### src/rtl/cpu_pkg.sv
// Shared CPU definitions for the hazard unit.
//   REG_ADDR_W / REG_NUM : register address width and architectural register count
//   REG_ZERO             : x0, hard-wired zero, never a real dependency
//   hazard_cause_e       : why ID is being held (debug / assertion visibility)
//   md_state_e           : mul/div unit FSM state (debug visibility)
package cpu_pkg;

    localparam int REG_ADDR_W = 5;
    localparam int REG_NUM    = 2 ** REG_ADDR_W;

    typedef logic [REG_ADDR_W-1:0] reg_addr_t;

    localparam reg_addr_t REG_ZERO = '0;

    typedef enum logic [2:0] {
        HZ_NONE,
        HZ_LOADUSE,
        HZ_RAW,
        HZ_WAW,
        HZ_STRUCT
    } hazard_cause_e;

    // MD_WB is the single cycle in which the result is written back.
    typedef enum logic [1:0] {
        MD_IDLE,
        MD_BUSY,
        MD_WB
    } md_state_e;

    // True when a used, non-x0 source register names the given target.
    function automatic logic src_match(input logic used, input reg_addr_t src,
                                       input reg_addr_t tgt);
        return used && (src != REG_ZERO) && (src == tgt);
    endfunction

endpackage

### src/rtl/hazard_scoreboard_if.sv
// Signal bundle between the ID/EX pipeline control and the hazard scoreboard.
//   master : pipeline side, drives the ID/EX instruction fields and Flush_i,
//            receives the stall/write-enable/bubble controls and mul/div writeback.
//   slave  : the hazard scoreboard itself.
//
// Hand-off rule: IDValid_i offers the instruction held in IF/ID. It is consumed
// (issues) at a rising edge where Stall_o=0 and Flush_i=0. While Stall_o=1 the
// pipeline keeps PC and IF/ID frozen (PCWrite_o/IFIDWrite_o low), so the ID
// fields stay stable until the edge that consumes them. Flush_i kills the offer
// unconditionally; there is no back-pressure on MDWbValid_o.
interface hazard_scoreboard_if;
    import cpu_pkg::*;

    logic      IDValid_i;
    reg_addr_t IDRs1_i;
    reg_addr_t IDRs2_i;
    logic      IDUseRs1_i;
    logic      IDUseRs2_i;
    reg_addr_t IDRd_i;
    logic      IDRegWrite_i;
    logic      IDIsMD_i;
    logic      EXMemRead_i;
    reg_addr_t EXRd_i;
    logic      Flush_i;

    logic      Stall_o;
    logic      PCWrite_o;
    logic      IFIDWrite_o;
    logic      Bubble_o;
    logic      MDBusy_o;
    logic      MDWbValid_o;
    reg_addr_t MDWbRd_o;

    modport master (
        output IDValid_i, IDRs1_i, IDRs2_i, IDUseRs1_i, IDUseRs2_i, IDRd_i,
               IDRegWrite_i, IDIsMD_i, EXMemRead_i, EXRd_i, Flush_i,
        input  Stall_o, PCWrite_o, IFIDWrite_o, Bubble_o, MDBusy_o,
               MDWbValid_o, MDWbRd_o
    );

    modport slave (
        input  IDValid_i, IDRs1_i, IDRs2_i, IDUseRs1_i, IDUseRs2_i, IDRd_i,
               IDRegWrite_i, IDIsMD_i, EXMemRead_i, EXRd_i, Flush_i,
        output Stall_o, PCWrite_o, IFIDWrite_o, Bubble_o, MDBusy_o,
               MDWbValid_o, MDWbRd_o
    );

endinterface

### src/rtl/md_latency_counter.sv
// Mul/div latency counter.
//   clk_i, rst_i : clock, asynchronous active-high reset
//   load         : start a new operation, count := MD_LATENCY-1
//   dec          : count down by one (saturates at 0)
//   done         : the decrement taken this cycle is the final one; the next
//                  cycle is the writeback cycle
// MD_LATENCY must be in 2..15 so the load value fits 4 bits and is non-zero.
module md_latency_counter #(
    parameter int MD_LATENCY = 4
) (
    input  logic clk_i,
    input  logic rst_i,
    input  logic load,
    input  logic dec,
    output logic done
);

    localparam logic [3:0] LOAD_VAL = 4'(MD_LATENCY - 1);

    logic [3:0] cnt_q;

    always_ff @(posedge clk_i or posedge rst_i) begin
        if (rst_i) begin
            cnt_q <= 4'd0;
        end else if (load) begin
            cnt_q <= LOAD_VAL;
        end else if (dec && (cnt_q != 4'd0)) begin
            cnt_q <= cnt_q - 4'd1;
        end
    end

    assign done = dec && (cnt_q == 4'd1);

endmodule

### src/rtl/hazard_scoreboard.sv
// ID-stage hazard unit: holds the pipeline for hazards that EX forwarding
// cannot cover (load-use, and RAW/WAW/structural against the one in-flight
// mul/div op), owns the mul/div latency counter and pending-register record,
// and emits the mul/div writeback strobe.
//   clk_i, rst_i  : clock, asynchronous active-high reset
//   bus           : hazard_scoreboard_if.slave (ID/EX fields in, controls out)
//   hazard_cause  : reason for the current stall, HZ_NONE when not stalling
//   md_state      : mul/div FSM state
module hazard_scoreboard
    import cpu_pkg::*;
#(
    parameter int MD_LATENCY = 4
) (
    input  logic                  clk_i,
    input  logic                  rst_i,
    hazard_scoreboard_if.slave    bus,
    output hazard_cause_e         hazard_cause,
    output md_state_e             md_state
);

    md_state_e state_q, state_d;

    // Only one mul/div can be in flight, so the pending scoreboard collapses
    // to a single valid bit plus the destination it guards.
    logic      pend_valid_q;
    reg_addr_t md_rd_q;

    logic md_busy, md_wb;
    logic cnt_load, cnt_dec, cnt_done;
    logic load_use, raw, waw, structural;
    logic stall, issue, md_issue;

    // ---------------- hazard comparators ----------------
    assign load_use = bus.EXMemRead_i &&
                      (src_match(bus.IDUseRs1_i, bus.IDRs1_i, bus.EXRd_i) ||
                       src_match(bus.IDUseRs2_i, bus.IDRs2_i, bus.EXRd_i));

    assign raw = pend_valid_q &&
                 (src_match(bus.IDUseRs1_i, bus.IDRs1_i, md_rd_q) ||
                  src_match(bus.IDUseRs2_i, bus.IDRs2_i, md_rd_q));

    assign waw = pend_valid_q &&
                 src_match(bus.IDRegWrite_i, bus.IDRd_i, md_rd_q);

    // Also covers an MD op arriving during the writeback cycle, so a new
    // issue never coincides with completion.
    assign structural = bus.IDIsMD_i && md_busy;

    // Flush wins: the instruction in ID is being killed, nothing to hold.
    assign stall    = bus.IDValid_i && !bus.Flush_i &&
                      (load_use || raw || waw || structural);
    assign issue    = bus.IDValid_i && !stall && !bus.Flush_i;
    assign md_issue = issue && bus.IDIsMD_i;

    always_comb begin
        hazard_cause = HZ_NONE;
        if (bus.IDValid_i && !bus.Flush_i) begin
            if (load_use)        hazard_cause = HZ_LOADUSE;
            else if (raw)        hazard_cause = HZ_RAW;
            else if (waw)        hazard_cause = HZ_WAW;
            else if (structural) hazard_cause = HZ_STRUCT;
        end
    end

    // ---------------- mul/div FSM ----------------
    always_ff @(posedge clk_i or posedge rst_i) begin
        if (rst_i) begin
            state_q <= MD_IDLE;
        end else begin
            state_q <= state_d;
        end
    end

    always_comb begin
        state_d = state_q;
        case (state_q)
            MD_IDLE: if (md_issue) state_d = MD_BUSY;
            MD_BUSY: if (cnt_done) state_d = MD_WB;
            MD_WB:   state_d = MD_IDLE;
            default: state_d = MD_IDLE;
        endcase
    end

    always_comb begin
        md_busy = 1'b0;
        md_wb   = 1'b0;
        cnt_dec = 1'b0;
        case (state_q)
            MD_BUSY: begin
                md_busy = 1'b1;
                cnt_dec = 1'b1;
            end
            MD_WB: begin
                md_busy = 1'b1;
                md_wb   = 1'b1;
            end
            default: ;
        endcase
    end

    // md_issue can only be true in MD_IDLE (structural hazard otherwise).
    assign cnt_load = md_issue;

    md_latency_counter #(
        .MD_LATENCY(MD_LATENCY)
    ) u_md_counter (
        .clk_i (clk_i),
        .rst_i (rst_i),
        .load  (cnt_load),
        .dec   (cnt_dec),
        .done  (cnt_done)
    );

    // ---------------- pending record ----------------
    // rd is latched even for x0 / no-write ops so MDWbRd_o always reflects the
    // op that is writing back; only the pending bit is suppressed for them.
    always_ff @(posedge clk_i or posedge rst_i) begin
        if (rst_i) begin
            pend_valid_q <= 1'b0;
            md_rd_q      <= REG_ZERO;
        end else if (md_issue) begin
            pend_valid_q <= bus.IDRegWrite_i && (bus.IDRd_i != REG_ZERO);
            md_rd_q      <= bus.IDRd_i;
        end else if (md_wb) begin
            pend_valid_q <= 1'b0;
        end
    end

    // ---------------- outputs ----------------
    assign bus.Stall_o     = stall;
    assign bus.PCWrite_o   = !stall;
    assign bus.IFIDWrite_o = !stall;
    assign bus.Bubble_o    = stall || bus.Flush_i;
    assign bus.MDBusy_o    = md_busy;
    assign bus.MDWbValid_o = md_wb;
    assign bus.MDWbRd_o    = md_rd_q;

    assign md_state = state_q;

endmodule

### src/flat_wrapper.sv
// flat-port wrapper written by rule: the top's interface ports become plain ports
module hazard_scoreboard_flat import cpu_pkg::*;
#(
    parameter int MD_LATENCY = 4
)
  (clk_i, rst_i, hazard_cause, md_state, bus_IDValid_i, bus_IDRs1_i, bus_IDRs2_i, bus_IDUseRs1_i, bus_IDUseRs2_i, bus_IDRd_i, bus_IDRegWrite_i, bus_IDIsMD_i, bus_EXMemRead_i, bus_EXRd_i, bus_Flush_i, bus_Stall_o, bus_PCWrite_o, bus_IFIDWrite_o, bus_Bubble_o, bus_MDBusy_o, bus_MDWbValid_o, bus_MDWbRd_o);
  hazard_scoreboard_if bus_i ();
  input  logic clk_i;
  input  logic rst_i;
  output hazard_cause_e hazard_cause;
  output md_state_e md_state;
  input wire logic [$bits(bus_i.IDValid_i)-1:0] bus_IDValid_i;
  input wire logic [$bits(bus_i.IDRs1_i)-1:0] bus_IDRs1_i;
  input wire logic [$bits(bus_i.IDRs2_i)-1:0] bus_IDRs2_i;
  input wire logic [$bits(bus_i.IDUseRs1_i)-1:0] bus_IDUseRs1_i;
  input wire logic [$bits(bus_i.IDUseRs2_i)-1:0] bus_IDUseRs2_i;
  input wire logic [$bits(bus_i.IDRd_i)-1:0] bus_IDRd_i;
  input wire logic [$bits(bus_i.IDRegWrite_i)-1:0] bus_IDRegWrite_i;
  input wire logic [$bits(bus_i.IDIsMD_i)-1:0] bus_IDIsMD_i;
  input wire logic [$bits(bus_i.EXMemRead_i)-1:0] bus_EXMemRead_i;
  input wire logic [$bits(bus_i.EXRd_i)-1:0] bus_EXRd_i;
  input wire logic [$bits(bus_i.Flush_i)-1:0] bus_Flush_i;
  output wire logic [$bits(bus_i.Stall_o)-1:0] bus_Stall_o;
  output wire logic [$bits(bus_i.PCWrite_o)-1:0] bus_PCWrite_o;
  output wire logic [$bits(bus_i.IFIDWrite_o)-1:0] bus_IFIDWrite_o;
  output wire logic [$bits(bus_i.Bubble_o)-1:0] bus_Bubble_o;
  output wire logic [$bits(bus_i.MDBusy_o)-1:0] bus_MDBusy_o;
  output wire logic [$bits(bus_i.MDWbValid_o)-1:0] bus_MDWbValid_o;
  output wire logic [$bits(bus_i.MDWbRd_o)-1:0] bus_MDWbRd_o;
  assign bus_i.IDValid_i = bus_IDValid_i;
  assign bus_i.IDRs1_i = bus_IDRs1_i;
  assign bus_i.IDRs2_i = bus_IDRs2_i;
  assign bus_i.IDUseRs1_i = bus_IDUseRs1_i;
  assign bus_i.IDUseRs2_i = bus_IDUseRs2_i;
  assign bus_i.IDRd_i = bus_IDRd_i;
  assign bus_i.IDRegWrite_i = bus_IDRegWrite_i;
  assign bus_i.IDIsMD_i = bus_IDIsMD_i;
  assign bus_i.EXMemRead_i = bus_EXMemRead_i;
  assign bus_i.EXRd_i = bus_EXRd_i;
  assign bus_i.Flush_i = bus_Flush_i;
  assign bus_Stall_o = bus_i.Stall_o;
  assign bus_PCWrite_o = bus_i.PCWrite_o;
  assign bus_IFIDWrite_o = bus_i.IFIDWrite_o;
  assign bus_Bubble_o = bus_i.Bubble_o;
  assign bus_MDBusy_o = bus_i.MDBusy_o;
  assign bus_MDWbValid_o = bus_i.MDWbValid_o;
  assign bus_MDWbRd_o = bus_i.MDWbRd_o;
  hazard_scoreboard #(.MD_LATENCY(MD_LATENCY)) u_core (.clk_i(clk_i), .rst_i(rst_i), .bus(bus_i), .hazard_cause(hazard_cause), .md_state(md_state));
endmodule
### config.mk
export PLATFORM = sky130hd
export DESIGN_NAME = hazard_scoreboard_flat
export DESIGN_NICKNAME = d
export VERILOG_FILES = /design/src/rtl/cpu_pkg.sv /design/src/rtl/hazard_scoreboard_if.sv /design/src/rtl/md_latency_counter.sv /design/src/rtl/hazard_scoreboard.sv /design/src/flat_wrapper.sv
export SDC_FILE = /design/constraint.sdc
export NUM_CORES = 1
export LEC_CHECK = 0
export ABC_AREA = 1
export CAP_MARGIN = 20
export CELL_PAD_IN_SITES_DETAIL_PLACEMENT = 1
export CELL_PAD_IN_SITES_GLOBAL_PLACEMENT = 2
export CORE_MARGIN = 2
export CORE_UTILIZATION = 21
export DETAILED_ROUTE_END_ITERATION = 16
export PLACE_DENSITY = 0.76
export SKIP_LAST_GASP = 1
export SLEW_MARGIN = 5
export SYNTH_ARGS = -nofsm -noshare
export SYNTH_HDL_FRONTEND = slang
export SYNTH_SLANG_ARGS = --single-unit
### constraint.sdc
create_clock -name clk_i -period 2 [get_ports clk_i]
set_input_delay 0.6 -clock clk_i [delete_from_list [all_inputs] [get_ports clk_i]]
set_output_delay 0.6 -clock clk_i [all_outputs]
set_load 0.02 [all_outputs]
==> impl_metrics.json <==
{
  "portBuffers": 44,
  "first_global_vias": 1267,
  "relSlewSlack_pct": 67.86,
  "seq_area_frac_synth_pct": 26.49,
  "core_um2": 5172,
  "syn_area_per_cell_um2": 7.313,
  "failed_checks": "negative setup slack",
  "grt_max_degree": 13,
  "cts_sinks": 12,
  "grt_usage_pct": 11.86,
  "syn_area_um2": 1134,
  "syn-num-nets": 191,
  "die_w_um": 77.47,
  "cp.arrival_ps": 1740,
  "place.gp.congestion": 0.7078,
  "rows": 26,
  "layout.nets": 270,
  "status": "complete, but fails checks",
  "cts_hold_buf": 0,
  "skew_ps": 1.200,
  "crit_required_ps": 1400,
  "dp_hpwl_mm": 2.768,
  "ys_top_cells_by_area": "dfrtp_1 (26%), nand2_1 (14%), xnor2_1 (10%)",
  "rsz0062_at_grt": "yes",
  "maxSlewViolCount": 0,
  "layout_commonest_cell": "nand2_1",
  "ant_nets": 0,
  "fin_ws_ps": -339.4,
  "setup_viol": 7,
  "end_kind": "primary output",
  "critPathKind": "input port to primary output",
  "hold_violations": 0,
  "cts_tree": "built",
  "post-route-util_pct": 40.08,
  "fin_crit_sh_pct": 117.0,
  "cts_buffer_depth": 2,
  "detail_route.wl_per_cell_um": 11.11,
  "crit_fanout": 4,
  "dp_slack_ps": -1237,
  "cap_viol_max_count": 0,
  "reg2reg_depth": 13,
  "drt_pass1_iterations": 3,
  "clk_latency_ps": 240,
  "min_to": "u_core.u_md_counter.cnt_q[0]",
  "vias": 1243,
  "htree_levels": 1,
  "routed_wl_mm": 3.366,
  "min_path_type": "flip-flop to flip-flop",
  "synth_largest_area_cell": "dfrtp_1",
  "grt_pass1_wl_mm": 5.844,
  "synth_top_area_share_pct": 26.49,
  "rr_endpoint": "u_core.md_state[0]",
  "area_delta_synth_final_pct": 82.89,
  "ys_ff_latch": 12,
  "via_per_inst": 4.102,
  "max_freq_mhz": 427.5,
  "powerDensity_nw_per_um2": 1010,
  "start_kind": "input port",
  "drive_gt1_share_pct": 45.92,
  "rrSetupSlack_ps": 120,
  "ys_types": 25,
  "cts_root_buf": "clkbuf_8",
  "cts_buffers": 3,
  "hold_depth": 2,
  "irDropWorstVdd_mv": 0.3924,
  "final_cell_mix": "nand2_1 (38), buf_4 (31), inv_1 (13)",
  "antenna_found_initial": 0,
  "die-area_um2": 6002,
  "min_period_ps": 2339,
  "drcViolationCount": 0,
  "io_pins": 45,
  "yosysWarnings": 0,
  "tightestPinTransition_ps": 481.6,
  "r2r-start": "u_core.bus.MDWbRd_o[0]",
  "grt.overflow.total": 0,
  "synthCells": 155,
  "initial_utilization_pct": 21.92,
  "p_leak_nw": 1.047,
  "drt_iter0_drc": 21,
  "clk_pin_slew_worst_paths_ps": 50,
  "fillers": 626,
  "insertedDiodeCount": 0,
  "dieHeight_um": 77.47,
  "worstHoldStart": "u_core.u_md_counter.cnt_q[0]"
}
==> stage by stage <==
stage                     hold WS, ps  setup TNS, ps  power, mW  cells  instance area, µm²
after global routing            578.4          -3046      2.290    303                2073
after global placement          525.1         -13870      1.778    293                1936
after detailed placement        528.1         -14390      1.799    293                1936
after CTS                       543.6          -2514      2.109    302                2002
final                           535.0          -2122      2.094    303                2073
after floorplan                 464.6         -445.9      1.168    155                1210
==> layout make-up <==
cell class | instances | area [µm²] | share of cell area [%]
well taps | 70 | 87.58 | 4.224
multi-input cells | 121 | 897.1 | 43.27
clock buffers | 4 | 55.05 | 2.655
inverters | 20 | 75.07 | 3.621
repair buffers | 76 | 650.6 | 31.38
flip-flops and latches | 12 | 307.8 | 14.85
==> power by group <==
part	leakage [nW]	switching, mW	internal (mW)
logic	0.876	0.648	0.690
clock network	0.0288	0.0910	0.174
registers	0.142	0.127	0.363
total	1.05	0.866	1.23
==> per-layer routing <==
metal | share of wire [%] | track usage (%) | up-vias
met4 | 0.36 | 2.143 | 0
li1 | - | - | 634
met3 | 5.1 | 3.140 | 2
met1 | 44 | 15.07 | 579
met5 | 0 | 0 | -
met2 | 51 | 20.35 | 28
==> worst max-delay path, stage by stage <==
cell	delay [ps]
buf_2	140
nor2_4	100
nand3b_1	80
nand2_1	80
inv_2	50
nand3_2	90
nand2_2	70
o21bai_4	150
nand3_2	100
nand2_4	90
nand2_2	60
buf_6	120
==> synthesized netlist by cell type <==
| cell | count |
|---|---|
| nand4_4 | 1 |
| buf_4 | 1 |
| nand3b_1 | 2 |
| ha_1 | 7 |
| a21oi_1 | 2 |
| o21bai_4 | 1 |
| a21boi_1 | 1 |
| dfrtp_1 | 12 |
| nand4_1 | 3 |
| nand3_2 | 2 |
| inv_1 | 19 |
| nand2_1 | 43 |
| buf_6 | 1 |
| o21ai_2 | 2 |
| nor2_1 | 18 |
| inv_2 | 1 |
| xor2_1 | 11 |
| nand3_1 | 6 |
| nor3_1 | 2 |
| xnor2_1 | 13 |
| o21ai_1 | 2 |
| nand2_2 | 2 |
| o211ai_1 | 1 |
| o31ai_1 | 1 |
| nor2_2 | 1 |
==> worst max path at each step <==
stage                     depth (start not counted)              end                   start
after CTS                                        10     bus_Bubble_o  u_core.bus.MDWbRd_o[2]
after floorplan                                  10    bus_PCWrite_o          bus_IDRs2_i[1]
after global placement                           11  hazard_cause[2]          bus_IDRs1_i[4]
after global routing                             11     bus_Bubble_o  u_core.bus.MDWbRd_o[0]
after detailed placement                         10     bus_Bubble_o           bus_IDRd_i[3]
final                                            12     bus_Bubble_o          bus_IDRs1_i[4]
==> state kept, by name, indices dropped and copies added (netlist names) <==
signal,cells
u_core.bus.MDWbRd_o,5
u_core.u_md_counter.cnt_q,4
u_core.md_state,2
u_core.pend_valid_q,1
==> cell families (layout without fill, tap and decap cells) <==
logic type	after synthesis	count (layout)	share of synthesized area [%]
AND/OR/NAND/NOR	80	80	32.01
XOR/XNOR	24	24	18.54
buffers and inverters	22	100	8.278
flip-flops	12	12	26.49
AO/OA/AOI/OAI	10	10	6.955
adder cells (fa/ha/maj)	7	7	7.726
==> repair_timing <==
| action | CTS | global route |
|---|---|---|
| buffers inserted | 5 | 1 |
| resized for setup | 128 | 31 |
| setup endpoints to repair | 26 | 21 |
| pin swaps | 27 | 18 |
Power figures use the tool's default switching activity.
